$ cat src/rtl/note_judge_pkg.sv
// Shared constants, state encoding and multiplier rule for the note judge.
// Fret bit order follows the controller: green is bit 0, orange is bit 4.
package note_judge_pkg;

  localparam int unsigned NOTE_W = 5;

  localparam int unsigned GREEN  = 0;
  localparam int unsigned RED    = 1;
  localparam int unsigned YELLOW = 2;
  localparam int unsigned BLUE   = 3;
  localparam int unsigned ORANGE = 4;

  localparam logic [22:0] WINDOW_DEFAULT = 23'd6000000;
  localparam logic [24:0] EIGHTH_NOTE    = 25'd13157895;

  localparam logic [7:0]  MULT_T2    = 8'd8;
  localparam logic [7:0]  MULT_T3    = 8'd16;
  localparam logic [7:0]  MULT_T4    = 8'd24;
  localparam logic [2:0]  MULT_MAX   = 3'd4;
  localparam logic [7:0]  STREAK_MAX = 8'd255;
  localparam logic [15:0] SCORE_MAX  = 16'hFFFF;

  typedef enum logic {
    StIdle,
    StArmed
  } state_e;

  function automatic logic [2:0] mult_from_streak(input logic [7:0] streak);
    logic [2:0] m;
    if (streak >= MULT_T4) begin
      m = MULT_MAX;
    end else if (streak >= MULT_T3) begin
      m = 3'd3;
    end else if (streak >= MULT_T2) begin
      m = 3'd2;
    end else begin
      m = 3'd1;
    end
    return m;
  endfunction

endpackage

$ cat src/rtl/note_judge_input_sync.sv
// Two-flop synchronizer for asynchronous buttons with a rising-edge detector
// on the synchronized level.
module note_judge_input_sync #(
  parameter int unsigned Width = 1
) (
  input  logic             i_clk,
  input  logic             i_rst,
  input  logic [Width-1:0] i_d,
  output logic [Width-1:0] o_level,
  output logic [Width-1:0] o_rise
);

  logic [Width-1:0] r_meta;
  logic [Width-1:0] r_sync;
  logic [Width-1:0] r_prev;

  always_ff @(posedge i_clk or posedge i_rst) begin
    if (i_rst) begin
      r_meta <= '0;
      r_sync <= '0;
      r_prev <= '0;
    end else begin
      r_meta <= i_d;
      r_sync <= r_meta;
      r_prev <= r_sync;
    end
  end

  assign o_level = r_sync;
  assign o_rise  = r_sync & ~r_prev;

endmodule

$ cat src/rtl/note_judge.sv
// Judges player strums against the chord sampled after each beat tick and
// keeps score, streak and multiplier.
module note_judge
  import note_judge_pkg::*;
#(
  parameter logic [22:0] WINDOW       = WINDOW_DEFAULT,
  parameter int unsigned SAMPLE_DELAY = 2,
  parameter int unsigned HIT_POINTS   = 10
) (
  input  logic              CLOCK_50,
  input  logic              reset,
  input  logic              pause,
  input  logic              beat_pulse,
  input  logic [NOTE_W-1:0] exp_notes,
  input  logic [NOTE_W-1:0] frets,
  input  logic              strum,
  output logic              hit,
  output logic              miss,
  output logic              overstrum,
  output logic [15:0]       score,
  output logic [7:0]        streak,
  output logic [2:0]        multiplier,
  output logic [NOTE_W-1:0] target
);

  logic [NOTE_W-1:0] w_frets_s;
  logic [NOTE_W-1:0] w_unused_frets_rise;
  logic              w_unused_strum_level;
  logic              w_strum_rise;

  note_judge_input_sync #(
    .Width(NOTE_W)
  ) u_frets_sync (
    .i_clk  (CLOCK_50),
    .i_rst  (reset),
    .i_d    (frets),
    .o_level(w_frets_s),
    .o_rise (w_unused_frets_rise)
  );

  note_judge_input_sync #(
    .Width(1)
  ) u_strum_sync (
    .i_clk  (CLOCK_50),
    .i_rst  (reset),
    .i_d    (strum),
    .o_level(w_unused_strum_level),
    .o_rise (w_strum_rise)
  );

  // Beat delay line keeps shifting while paused; only its output is gated.
  logic [SAMPLE_DELAY-1:0] r_beat_sr;

  if (SAMPLE_DELAY > 1) begin : g_beat_multi
    always_ff @(posedge CLOCK_50 or posedge reset) begin
      if (reset) begin
        r_beat_sr <= '0;
      end else begin
        r_beat_sr <= {r_beat_sr[SAMPLE_DELAY-2:0], beat_pulse};
      end
    end
  end else begin : g_beat_single
    always_ff @(posedge CLOCK_50 or posedge reset) begin
      if (reset) begin
        r_beat_sr <= '0;
      end else begin
        r_beat_sr <= beat_pulse;
      end
    end
  end

  state_e            r_state, w_state_nxt;
  logic [22:0]       r_timer, w_timer_nxt;
  logic [NOTE_W-1:0] r_target, w_target_nxt;
  logic [15:0]       r_score, w_score_nxt;
  logic [7:0]        r_streak, w_streak_nxt;
  logic              r_hit, w_hit_nxt;
  logic              r_miss, w_miss_nxt;
  logic              r_over, w_over_nxt;

  logic              w_sample_now;
  logic              w_strum_edge;
  logic              w_arm_new;
  logic              w_old_miss;
  logic              w_eff_armed;
  logic [NOTE_W-1:0] w_eff_target;
  logic [2:0]        w_mult;
  logic [31:0]       w_points;
  logic [31:0]       w_score_sum;

  assign w_sample_now = r_beat_sr[SAMPLE_DELAY-1] & ~pause;
  assign w_strum_edge = w_strum_rise & ~pause;
  assign w_arm_new    = w_sample_now && (exp_notes != '0);
  assign w_old_miss   = w_sample_now && (r_state == StArmed);
  // A same-cycle strum sees the chord sampled in that cycle, not the old one.
  assign w_eff_armed  = w_sample_now ? (exp_notes != '0) : (r_state == StArmed);
  assign w_eff_target = w_arm_new ? exp_notes : r_target;

  assign w_mult      = mult_from_streak(r_streak);
  assign w_points    = 32'(HIT_POINTS) * 32'(w_mult);
  assign w_score_sum = 32'(r_score) + w_points;

  always_comb begin
    w_state_nxt  = r_state;
    w_timer_nxt  = r_timer;
    w_target_nxt = r_target;
    w_score_nxt  = r_score;
    w_streak_nxt = r_streak;
    w_hit_nxt    = 1'b0;
    w_miss_nxt   = 1'b0;
    w_over_nxt   = 1'b0;

    if (!pause) begin
      if (w_arm_new) begin
        w_state_nxt  = StArmed;
        w_target_nxt = exp_notes;
        w_timer_nxt  = WINDOW - 23'd1;
      end else if (w_sample_now) begin
        w_state_nxt  = StIdle;
        w_target_nxt = '0;
        w_timer_nxt  = '0;
      end else if (r_state == StArmed && r_timer != '0) begin
        w_timer_nxt = r_timer - 23'd1;
      end

      if (w_strum_edge && w_eff_armed) begin
        w_state_nxt  = StIdle;
        w_target_nxt = '0;
        w_timer_nxt  = '0;
        if (w_frets_s == w_eff_target) begin
          w_hit_nxt   = 1'b1;
          w_score_nxt = (w_score_sum > 32'(SCORE_MAX)) ? SCORE_MAX : w_score_sum[15:0];
          // A replaced note still breaks the streak before this hit counts.
          if (w_old_miss) begin
            w_streak_nxt = 8'd1;
          end else if (r_streak != STREAK_MAX) begin
            w_streak_nxt = r_streak + 8'd1;
          end
        end else begin
          w_miss_nxt   = 1'b1;
          w_streak_nxt = '0;
        end
      end else if (w_old_miss) begin
        w_miss_nxt   = 1'b1;
        w_streak_nxt = '0;
      end else if (w_strum_edge) begin
        w_over_nxt   = 1'b1;
        w_streak_nxt = '0;
      end else if (r_state == StArmed && r_timer == '0) begin
        w_miss_nxt   = 1'b1;
        w_streak_nxt = '0;
        w_state_nxt  = StIdle;
        w_target_nxt = '0;
      end
    end
  end

  always_ff @(posedge CLOCK_50 or posedge reset) begin
    if (reset) begin
      r_state  <= StIdle;
      r_timer  <= '0;
      r_target <= '0;
      r_score  <= '0;
      r_streak <= '0;
      r_hit    <= 1'b0;
      r_miss   <= 1'b0;
      r_over   <= 1'b0;
    end else begin
      r_state  <= w_state_nxt;
      r_timer  <= w_timer_nxt;
      r_target <= w_target_nxt;
      r_score  <= w_score_nxt;
      r_streak <= w_streak_nxt;
      r_hit    <= w_hit_nxt;
      r_miss   <= w_miss_nxt;
      r_over   <= w_over_nxt;
    end
  end

  assign hit        = r_hit;
  assign miss       = r_miss;
  assign overstrum  = r_over;
  assign score      = r_score;
  assign streak     = r_streak;
  assign multiplier = w_mult;
  assign target     = r_target;

endmodule

$ cat config.mk
export PLATFORM = sky130hd
export DESIGN_NAME = note_judge
export DESIGN_NICKNAME = d
export VERILOG_FILES = /design/src/rtl/note_judge_pkg.sv /design/src/rtl/note_judge_input_sync.sv /design/src/rtl/note_judge.sv
export SDC_FILE = /design/constraint.sdc
export NUM_CORES = 1
export LEC_CHECK = 0
export BUFFER_PORTS_ARGS = -buffer_cell sky130_fd_sc_hd__buf_2
export CAP_MARGIN = 20
export CORE_ASPECT_RATIO = 1.25
export CORE_UTILIZATION = 49
export DETAILED_ROUTE_END_ITERATION = 16
export HOLD_SLACK_MARGIN = 0.08
export MAX_ROUTING_LAYER = met4
export PLACE_DENSITY = 0.68
export SLEW_MARGIN = 30
export SYNTH_ARGS = -nofsm -noshare
export SYNTH_HDL_FRONTEND = slang
export SYNTH_SLANG_ARGS = --single-unit
$ cat constraint.sdc
create_clock -name CLOCK_50 -period 2.9 [get_ports CLOCK_50]
set_input_delay 0.29 -clock CLOCK_50 [delete_from_list [all_inputs] [get_ports CLOCK_50]]
set_output_delay 0.29 -clock CLOCK_50 [all_outputs]
set_load 0.005 [all_outputs]
==> impl_results.md, run 1 <==
- Outcome: complete, no violations
- Clk_lat worst skew: 0.35 ns
- Vias in the first global route: 3,229
- Total GRT Usage: 22.52%
- CP Data Required Time: 3.11 ns
- Worst VDD drop: 0.0004424 V
- FP Rows: 36
- Period utilization: 92.13%
- Detailed Routing Iterations Pass 1: 4
- Post-DR wirelength/cell: 15.42 um
- DIE AREA: 0.008312 mm2
- P per Cell Area: 583.6 mW/mm2
- Synth cell types: 56
- FMAX: 374.3 MHz
- Placed wire-length estimate: 5835 um
- HP Class: input port to flop
- CTS tree: done
- I/O pin count: 50
- Number of buffers added for setup after CTS: 0
- Setup crit start: r_timer[8]$_DFFE_PP0P_
- Share of the synthesized area in the top cell type: 45.62%
- Seq/Total Area, Yosys: 45.62%
- Detailed Route Iter0 Violations: 139
- Top cell type by total area after synthesis: dfrtp_1
- CP Capture Type: flop
- Slew margin rel.: 53.45%
- Sw power: 0.0008131 W
- FF-to-FF setup slack: 0.23 ns
- Max Slew Vio Count: 0
- Worst r2r src: r_timer[8]$_DFFE_PP0P_
- # H-tree levels: 3
- Arrival time worst endpoint: 2.88 ns
- Initial Util: 50.27%
- Cell count after synthesis: 407
- Worst flop-to-flop path endpoint: r_timer[21]$_DFFE_PP0P_
- Synth Warn #: 0
- Fin cells: 563
- Mapped Area: 0.003895 mm2
- Crit-path max FO: 5
- Post-route setup TNS: 0 ns
- Comb power frac: 20.0%
- Routability Congestion: 0.8787
- Sequential Power Share: 46.6%
- Primary FF master, synth: dfrtp_1
- Clk_skew: 0.01064 ns
- Syn_nets: 432
- Die height: 101.7 um
- Placed Cells: 539
- PortBufs: 49
- Critical path startpoint category: flop
- DR DRC count: 0
- First-pass GRT wire length: 14,110 um
- Area of the core: 0.007747 mm2
- Layout cells sized above 1: 19.44%
- Synthesized flop and latch total: 71
- CTS buffer count: 9
- Internal cell power: 0.001884 W
- Worst Setup EP: r_timer[21]$_DFFE_PP0P_
- Post-synth EDFFs: 0
- Asr flop ratio synth: 100.0%
- R2R cell count: 7
- Final WL: 8683 um
- Setup violators final: 0
- Final antenna-violating net count: 0
- Area contributors post-synth: dfrtp_1 46%, nor2_1 3.6%, a31oi_1 3.5%
- Worst-Margin Slew: 0.6972 ns
- Clk buf depth: 2
- DR vias: 3,330
- Die Wd: 81.75 um
- Initial antenna violation count: 0
- Synth Area per Inst: 9.570 um2
- N_diodes: 0
- CTS root buf: clkbuf_8
- Total gr overflow: 0
- Net Sw Frac: 30.15%
- Clock power frac: 33.4%
- Layout fillers: 695
- Clock transition at path regs: 0.08 ns
- Min Tclk post-route: 2.672 ns
- Maxcap violations: 0
- Fin. Hold Viols: 0
- Clock sinks: 71
- Via-to-Cell Ratio: 5.915
- Pleak: 2.140 nW
- Area delta synth->final: 18.63%
- WS Path Type: flop to flop
- Largest net degree at the start of global routing: 42
- RSZ-0062 raised after global routing: no
- Final net count: 488
cells by family after synthesis:
kind of cell / count (synthesis) / share of synthesized area, %
and+or+nand+nor: 149 / 20.91
DFF: 71 / 45.62
buffers and inverters: 43 / 4.272
muxes: 11 / 3.020
xor gates and xnor gates: 12 / 2.698
other: 1 / 0.09628
adders and majority gates: 10 / 3.405
AOI/OAI and AO/OA: 110 / 19.98
layer usage:
metal  track usage [%]  share of wire, %  vias to the layer above  wire length, um
met2             37.44                49                       60             4259
met4             10.39               2.5                        0              221
met3             3.243               2.6                       19              230
met1             26.50                46                     1629             3970
li1                  -                 -                     1622                -
met5                 -                 0                        -                0
what timing repair did:
item,in CTS,in global routing
gates resized for setup,0,2
hold endpoints to repair,37,0
setup endpoints to repair,0,11
hold buffers,8,0
state kept, by name (all words and copies together) (netlist names):
| signal | cells |
|---|---|
| u_strum_sync.r_prev | 1 |
| overstrum | 1 |
| r_timer | 23 |
| u_frets_sync.r_meta | 5 |
| hit | 1 |
| score | 16 |
| u_frets_sync.o_level | 5 |
| streak | 8 |
| target | 5 |
| r_state | 1 |
| u_strum_sync.r_meta | 1 |
| u_strum_sync.o_level | 1 |
| r_beat_sr | 2 |
| miss | 1 |
power groups by stage:
stage / Sequential, W / Clock, W / Combinational, W
2_1_floorplan: 0.00125 / 0 / 0.000386
3_3_place_gp: 0.00127 / 0 / 0.000508
3_5_place_dp: 0.00127 / 0 / 0.000529
4_1_cts: 0.00125 / 0.000925 / 0.000539
5_1_grt: 0.00128 / 0.000958 / 0.000609
6_report: 0.00126 / 0.000901 / 0.000539
cell usage after synthesis (4+ instances only):
cell and count:
a211o_1 4, a21o_1 7, a21oi_1 26, a22o_1 4, a31oi_1 22, a41oi_1 5, and2_1 6, and3_1 5
buf_2 4, clkbuf_1 22, dfrtp_1 71, ha_1 9, inv_1 16, mux2_1 6, mux2i_1 5, nand2_1 25
nand3_1 11, nand4_1 7, nor2_1 37, nor2b_1 7, nor3_1 12, nor4_1 13, o211ai_1 4, o22a_1 14
or3_1 6, xnor2_1 10
critical path: stages (launching register included):
cell and delay [ns]:
dfrtp_1 0.42, or4_4 0.53, or4_4 0.44, or4_4 0.54, nor3_4 0.16, nor4b_4 0.23
xnor2_1 0.16, nor2_1 0.06
how the worst min path moves through the flow:
stage	endpoint	slack [ns]	from	cells after the start
floorplan	r_beat_sr[0]$_DFF_PP0_	0.32	beat_pulse	0
finish	target[1]$_DFFE_PP0N_	0.28	exp_notes[1]	2
global route	target[1]$_DFFE_PP0N_	0.27	exp_notes[1]	2
global placement	u_strum_sync.o_level$_DFF_PP0_	0.33	u_strum_sync.r_meta$_DFF_PP0_	0
CTS	target[1]$_DFFE_PP0N_	0.26	exp_notes[1]	2
detailed placement	u_strum_sync.o_level$_DFF_PP0_	0.34	u_strum_sync.r_meta$_DFF_PP0_	0
metrics by stage:
stage | total power [W] | hold WS, ns | setup WS (ns) | utilization (%) | cell area, um2
floorplan | 0.001632 | 0.3214 | 0.3518 | - | 3895
global placement | 0.001775 | 0.3320 | 0.1500 | 55.54 | 4303
CTS | 0.002718 | 0.2608 | 0.1158 | 59.53 | 4612
global route | 0.002843 | 0.2747 | 0.05624 | 59.64 | 4621
finish | 0.002697 | 0.2808 | 0.2283 | 59.64 | 4621
detailed placement | 0.001800 | 0.3356 | 0.1515 | 55.54 | 4303
area by class of cell:
| type | instances | area, um2 | area share [%] |
|---|---|---|---|
| multi-input cells | 293 | 1964 | 42.51 |
| flip-flops and latches | 71 | 1777 | 38.45 |
| repair buffers | 71 | 467.9 | 10.13 |
| clock buffers | 10 | 137.6 | 2.979 |
| well taps | 95 | 118.9 | 2.572 |
| clock inverters | 6 | 91.34 | 1.977 |
| inverters | 17 | 63.81 | 1.381 |
placed cells by master (no fill, tap or decap), types with 5 or more instances in the layout:
cell type | synthesis | routed
xnor2_1 | 10 | 10
buf_4 | 0 | 11
nand2_1 | 25 | 25
ha_1 | 9 | 9
or3_1 | 6 | 6
dfrtp_1 | 71 | 71
a31oi_1 | 22 | 22
a41oi_1 | 5 | 5
clkbuf_8 | 0 | 10
nor3_1 | 12 | 11
nor2_1 | 37 | 37
inv_1 | 16 | 15
and2_1 | 6 | 6
nor4_1 | 13 | 13
nor2b_1 | 7 | 7
mux2_1 | 6 | 6
buf_2 | 4 | 49
nand3_1 | 11 | 11
nand4_1 | 7 | 7
and3_1 | 5 | 5
mux2i_1 | 5 | 5
a21oi_1 | 26 | 24
dlygate4sd3_1 | 0 | 8
a21o_1 | 7 | 7
o22a_1 | 14 | 14
Power figures use the tool's default switching activity.
==> inputs of run 2 (changes only) <==
==> constraint.sdc (replaced) <==
create_clock -name CLOCK_50 -period 2.9 [get_ports CLOCK_50]
set_input_delay 0.29 -clock CLOCK_50 [delete_from_list [all_inputs] [get_ports CLOCK_50]]
set_output_delay 0.29 -clock CLOCK_50 [all_outputs]
set_load 0.1 [all_outputs]
==> run 2 against run 1 <==
Combinational power rose by 55%. Largest power group unchanged. Clock power fell by 2%. Global-route usage rose by 0.75 points. Highest routed layer unchanged. Setup slack improved by 0.0034 ns. Register-to-register slack barely moved. Sequential share of layout area rose by 0.16 points. Hold slack got worse by 0.033 ns.
==> impl_results.md, run 2 (same netlist as run 1, synthesis figures left out) <==
- Placed wire-length estimate: 5938 um
- Clk buf depth: 2
- Sw power: 0.001110 W
- Layout fillers: 700
- RSZ-0062 raised after global routing: no
- Cell mode on critical path: or4_4
- Die height: 101.7 um
- Area of the core: 0.007747 mm2
- Crit-path max FO: 4
- Min Tclk post-route: 2.668 ns
- P per Cell Area: 644.1 mW/mm2
- First-pass GRT wire length: 14,490 um
- Final antenna-violating net count: 0
- Pre-CTS setup slack: 0.2146 ns
- CTS root buf: clkbuf_8
- Critical path startpoint category: flop
- Clk_lat worst skew: 0.35 ns
- HP Class: input port to flop
- I/O pin count: 50
- Most flops, register: r_timer
- Crit path largest cell delay: 0.55 ns
- Routability Congestion: 0.9002
- Clk_skew: 0.01276 ns
- Number of buffers added for setup after CTS: 0
- Most common cell after layout, fill and taps aside: dfrtp_1
- Worst VDD drop: 0.0005704 V
- Vias in the first global route: 3,143
- # H-tree levels: 3
- WS Path Type: flop to flop
- Period utilization: 92.01%
- Area delta synth->final: 18.47%
- CTS buffer count: 9
- Clock transition at path regs: 0.08 ns
- N_diodes: 0
- Via-to-Cell Ratio: 5.913
- Internal cell power: 0.001862 W
- DIE AREA: 0.008312 mm2
- Largest net degree at the start of global routing: 32
- Arrival time worst endpoint: 2.87 ns
- Comb power frac: 28.0%
- Net Sw Frac: 37.36%
- Initial antenna violation count: 0
- DR vias: 3,323
- Outcome: complete, no violations
- Layout cells sized above 1: 21.20%
- Worst-Margin Slew: 0.7040 ns
- FMAX: 374.8 MHz
- Post-DR wirelength/cell: 15.30 um
- Slew margin rel.: 52.89%
- CP max stage cell: or4_4
- Detailed Route Iter0 Violations: 192
- Max Slew Vio Count: 0
- Final net count: 487
- Pleak: 2.128 nW
- Buf/Inv on CP: 0
- Initial Util: 50.27%
- Die Wd: 81.75 um
- Total GRT Usage: 23.27%
- Post-cts gate resize count: 0
- Clock power frac: 29.7%
- DR DRC count: 0
- FP Rows: 36
- Setup violators final: 0
- PortBufs: 49
- Sequential Power Share: 42.2%
- Post-CTS Hold Fix Bufs: 8
- Crit-path cells: or4_4 > or4_4 > or4_4 > nor3_4 > nor4b_4 > xnor2_1 > nor2_1
- Clock sinks: 71
- Slack of the critical path: 0.2317 ns
- Fin. Hold Viols: 0
- Post-route setup TNS: 0 ns
- Placed Cells: 538
- Detailed Routing Iterations Pass 1: 5
- Fin cells: 562
- CP top delay family: simple AND/OR/NAND/NOR gates
- CP Capture Type: flop
- Most frequent cells in the layout: 67 x dfrtp_1, 49 x buf_2, 37 x nor2_1, 25 x nand2_1, 23 x a21oi_1
- Total gr overflow: 0
- Max reg flops: 23
- Final WL: 8601 um
- CTS tree: done
- Total power: 0.002972 W
- Maxcap violations: 0
- CP Data Required Time: 3.11 ns
[run 2: cell count changes in the layout (fill, tap and decap cells not counted), moves of 2 or more]
cell        delta
buf_12         -2
clkinv_4       +2
clkinvlp_4     -2
dfrtp_1        -4
dfrtp_2        +4
[run 2: cell type report]
type	count	area (um2)	share of cell area (%)
inverter	17	63.81	1.383
clock buffer	10	127.6	2.766
timing repair buffer	70	435.4	9.436
sequential	71	1782	38.61
clock inverter	6	93.84	2.034
multi-input combinational	293	1993	43.19
tap	95	118.9	2.576
[run 2: power groups by stage]
stage	Clock, W	Combinational (W)	Sequential (W)
final	0.000884	0.000833	0.00126
after global routing	0.000944	0.000906	0.00128
after CTS	0.000903	0.000838	0.00125
after detailed placement	0	0.000825	0.00127
after global placement	0	0.000808	0.00127
after floorplan	0	0.000393	0.00154
[run 2: path summary, 6_finish.rpt]
check | end | from | cells after the start | slack, ns
worst max-delay path | r_timer[21]$_DFFE_PP0P_ | r_timer[9]$_DFFE_PP0P_ | 7 | 0.23
worst min-delay path | miss$_DFF_PP0_ | pause | 2 | 0.25
worst max register to register | r_timer[21]$_DFFE_PP0P_ | r_timer[9]$_DFFE_PP0P_ | 7 | 0.23
worst min register to register | r_beat_sr[1]$_DFF_PP0_ | r_beat_sr[0]$_DFF_PP0_ | 0 | 0.36
max in group asynchronous | u_strum_sync.r_meta$_DFF_PP0_ | reset | 4 | 1.56
min in group asynchronous | r_timer[19]$_DFFE_PP0P_ | reset | 3 | 0.58
[run 2: per-stage QoR]
| step | instance area (um2) | util (%) | hold slack [ns] |
|---|---|---|---|
| 6_report | 4614 | 59.56 | 0.2475 |
| 5_1_grt | 4614 | 59.56 | 0.2729 |
| 4_1_cts | 4614 | 59.56 | 0.2357 |
| 3_5_place_dp | 4313 | 55.67 | 0.3405 |
| 3_3_place_gp | 4313 | 55.67 | 0.3318 |
| 2_1_floorplan | 3948 | - | 0.3214 |
[run 2: layer usage]
metal / up-vias / GRT usage (%) / part of all wire [%]
li1: 1613 / - / -
met1: 1635 / 29.36 / 45
met2: 68 / 37.25 / 51
met3: 7 / 3.784 / 3.3
met4: 0 / 8.502 / 0.95
met5: - / - / 0
==> inputs of run 3 (changes only) <==
==> constraint.sdc (replaced) <==
create_clock -name CLOCK_50 -period 2.7 [get_ports CLOCK_50]
set_input_delay 0.27 -clock CLOCK_50 [delete_from_list [all_inputs] [get_ports CLOCK_50]]
set_output_delay 0.27 -clock CLOCK_50 [all_outputs]
set_load 0.01 [all_outputs]
==> run 3 against run 2 <==
Routed wire length up 1.4%. Design area increased by 1.9%. Combinational power decreased by 25%. Global-route usage up 0.28 points. Via count rose by 0.45%. Count of clock-buffer cells in the layout unchanged. Setup slack worse by 0.18 ns. Fmax is 0.89% higher. Largest cell class unchanged. Die area unchanged. Critical endpoint unchanged. Critical path type unchanged.
==> impl_results.md, run 3 (same netlist as run 1, synthesis figures left out) <==
- FP Rows: 36
- Most frequent cells in the layout: 69 x dfrtp_1, 49 x buf_2, 37 x nor2_1, 25 x nand2_1, 24 x a21oi_1
- FF+latch area: 0.001779 mm2
- Multi-input logic area: 0.001992 mm2
- PortBufs: 49
- Worst r2r src: r_timer[9]$_DFFE_PP0P_
- Total gr overflow: 0
- Max reg flops: 23
- Grt peak-use layer: met2
- Buf/Inv on CP: 0
- CTS root buf: clkbuf_8
- Cell mode on critical path: or4_4
- Layout cells sized above 1: 22.59%
- Hold Crit Start: exp_notes[3]
- Initial antenna violation count: 0
- Routability Congestion: 0.8264
- Hold worst-path end: target[3]$_DFFE_PP0N_
- Maxcap violations: 0
- Final net count: 498
- Most flops, register: r_timer
- FMAX: 378.1 MHz
- First-pass GRT wire length: 14,700 um
- Worst VDD drop: 0.0004475 V
- Fin. Hold Viols: 0
- Period utilization: 97.95%
- Most common cell after layout, fill and taps aside: dfrtp_1
- RSZ-0062 raised after global routing: yes
- P per Cell Area: 625.7 mW/mm2
- CP Data Required Time: 2.93 ns
- DR vias: 3,338
- DR DRC count: 0
- DIE AREA: 0.008312 mm2
- Clock sinks: 71
- Max Slew Vio Count: 0
- Critical path startpoint category: flop
- Clk buf depth: 2
- Met1 GRT Util: 28.68%
- R2R cell count: 7
- Final instance area: 0.004701 mm2
- Crit-path max FO: 4
- Pre-CTS setup slack: 0.02675 ns
- WS Path Type: flop to flop
- Crit path largest cell delay: 0.56 ns
- Detailed Route Iter0 Violations: 104
- Global Route met2 Usage: 39.16%
- Largest net degree at the start of global routing: 29
- Final WL: 8718 um
- Worst-Margin Slew: 0.6110 ns
- Vias in the first global route: 3,212
- Clk_lat worst skew: 0.35 ns
- Min Tclk post-route: 2.645 ns
- Die height: 101.7 um
- Area of the core: 0.007747 mm2
- Area delta synth->final: 20.69%
- Min-Delay Path Depth: 2
- Die Wd: 81.75 um
- Via-to-Cell Ratio: 5.825
- Total GRT Usage: 23.55%
- CTS tree: done
- Post-route setup TNS: 0 ns
- Crit-path cells: or4_4 > or4_4 > or4_4 > nor3_4 > nor4b_4 > xnor2_1 > nor2_1
- Area of placed instances: 0.004338 mm2
- CTS buffer count: 9
- Detailed Routing Iterations Pass 1: 4
- CP top delay family: simple AND/OR/NAND/NOR gates
- CP Capture Type: flop
- N_diodes: 0
- Arrival time worst endpoint: 2.88 ns
- Slack of the critical path: 0.05533 ns
- Slew margin rel.: 59.20%
- Final antenna-violating net count: 0
- Setup violators final: 0
- HP Class: input port to flop
- Initial Util: 50.27%
- CP max stage cell: or4_4
- Clock transition at path regs: 0.08 ns
- Outcome: complete, no violations
- I/O pin count: 50
- Pleak: 2.199 nW
- Placed wire-length estimate: 6123 um
- Clk_skew: 0.01450 ns
- Worst flop-to-flop path endpoint: r_timer[21]$_DFFE_PP0P_
- Post-DR wirelength/cell: 15.21 um
- FF-to-FF setup slack: 0.06 ns
- Layout fillers: 675
- # H-tree levels: 3
- GR Layer Usage met3: 4.054%
-- run 3: area by class of cell --
| class | instances | area share, % |
|---|---|---|
| clock buffers | 10 | 2.928 |
| clock inverters | 6 | 1.943 |
| inverters | 17 | 1.357 |
| multi-input cells | 293 | 42.37 |
| flip-flops and latches | 71 | 37.85 |
| well taps | 95 | 2.529 |
| repair buffers | 81 | 11.02 |
-- run 3: through the flow --
stage | power [W] | util, % | hold WS, ns | cells
4_1_cts | 0.002942 | 60.05 | 0.2349 | 571
6_report | 0.002941 | 60.68 | 0.2425 | 573
3_3_place_gp | 0.001932 | 55.99 | 0.3322 | 547
3_5_place_dp | 0.001960 | 55.99 | 0.3347 | 547
2_1_floorplan | 0.001770 | - | 0.3014 | 407
5_1_grt | 0.003115 | 60.68 | 0.2437 | 573
-- run 3: timing repair --
item	in CTS	in global routing
setup buffers	0	2
setup endpoints to repair	1	21
cloned	0	0
pin swaps	0	0
endpoints found under the hold margin	33	0
gates resized for setup	1	9
hold buffers	8	0
-- run 3: where the power goes --
group	switching, W	total [W]	internal, W
clock	0.000418	0.000970	0.000552
combinational	0.000327	0.000621	0.000293
sequential	0.000154	0.00135	0.00120
-- run 3: worst max-delay path by stage --
stage | startpoint | endpoint | slack [ns] | cells after the start
4_1_cts | streak[7]$_DFFE_PP0P_ | score[15]$_DFFE_PP0P_ | 0.07 | 9
5_1_grt | r_timer[9]$_DFFE_PP0P_ | r_timer[21]$_DFFE_PP0P_ | -0.05 | 7
6_report | r_timer[9]$_DFFE_PP0P_ | r_timer[21]$_DFFE_PP0P_ | 0.06 | 7
2_1_floorplan | streak[3]$_DFFE_PP0P_ | score[13]$_DFFE_PP0P_ | 0.03 | 10
3_3_place_gp | r_timer[9]$_DFFE_PP0P_ | r_timer[21]$_DFFE_PP0P_ | 0.12 | 7
3_5_place_dp | streak[7]$_DFFE_PP0P_ | score[15]$_DFFE_PP0P_ | 0.03 | 10
-- run 3: layer usage --
metal  share of wire (%)  up-vias
met5                   0        -
met3                 3.5       10
met2                  51       73
li1                    -     1636
met4                 1.4        0
met1                  44     1619
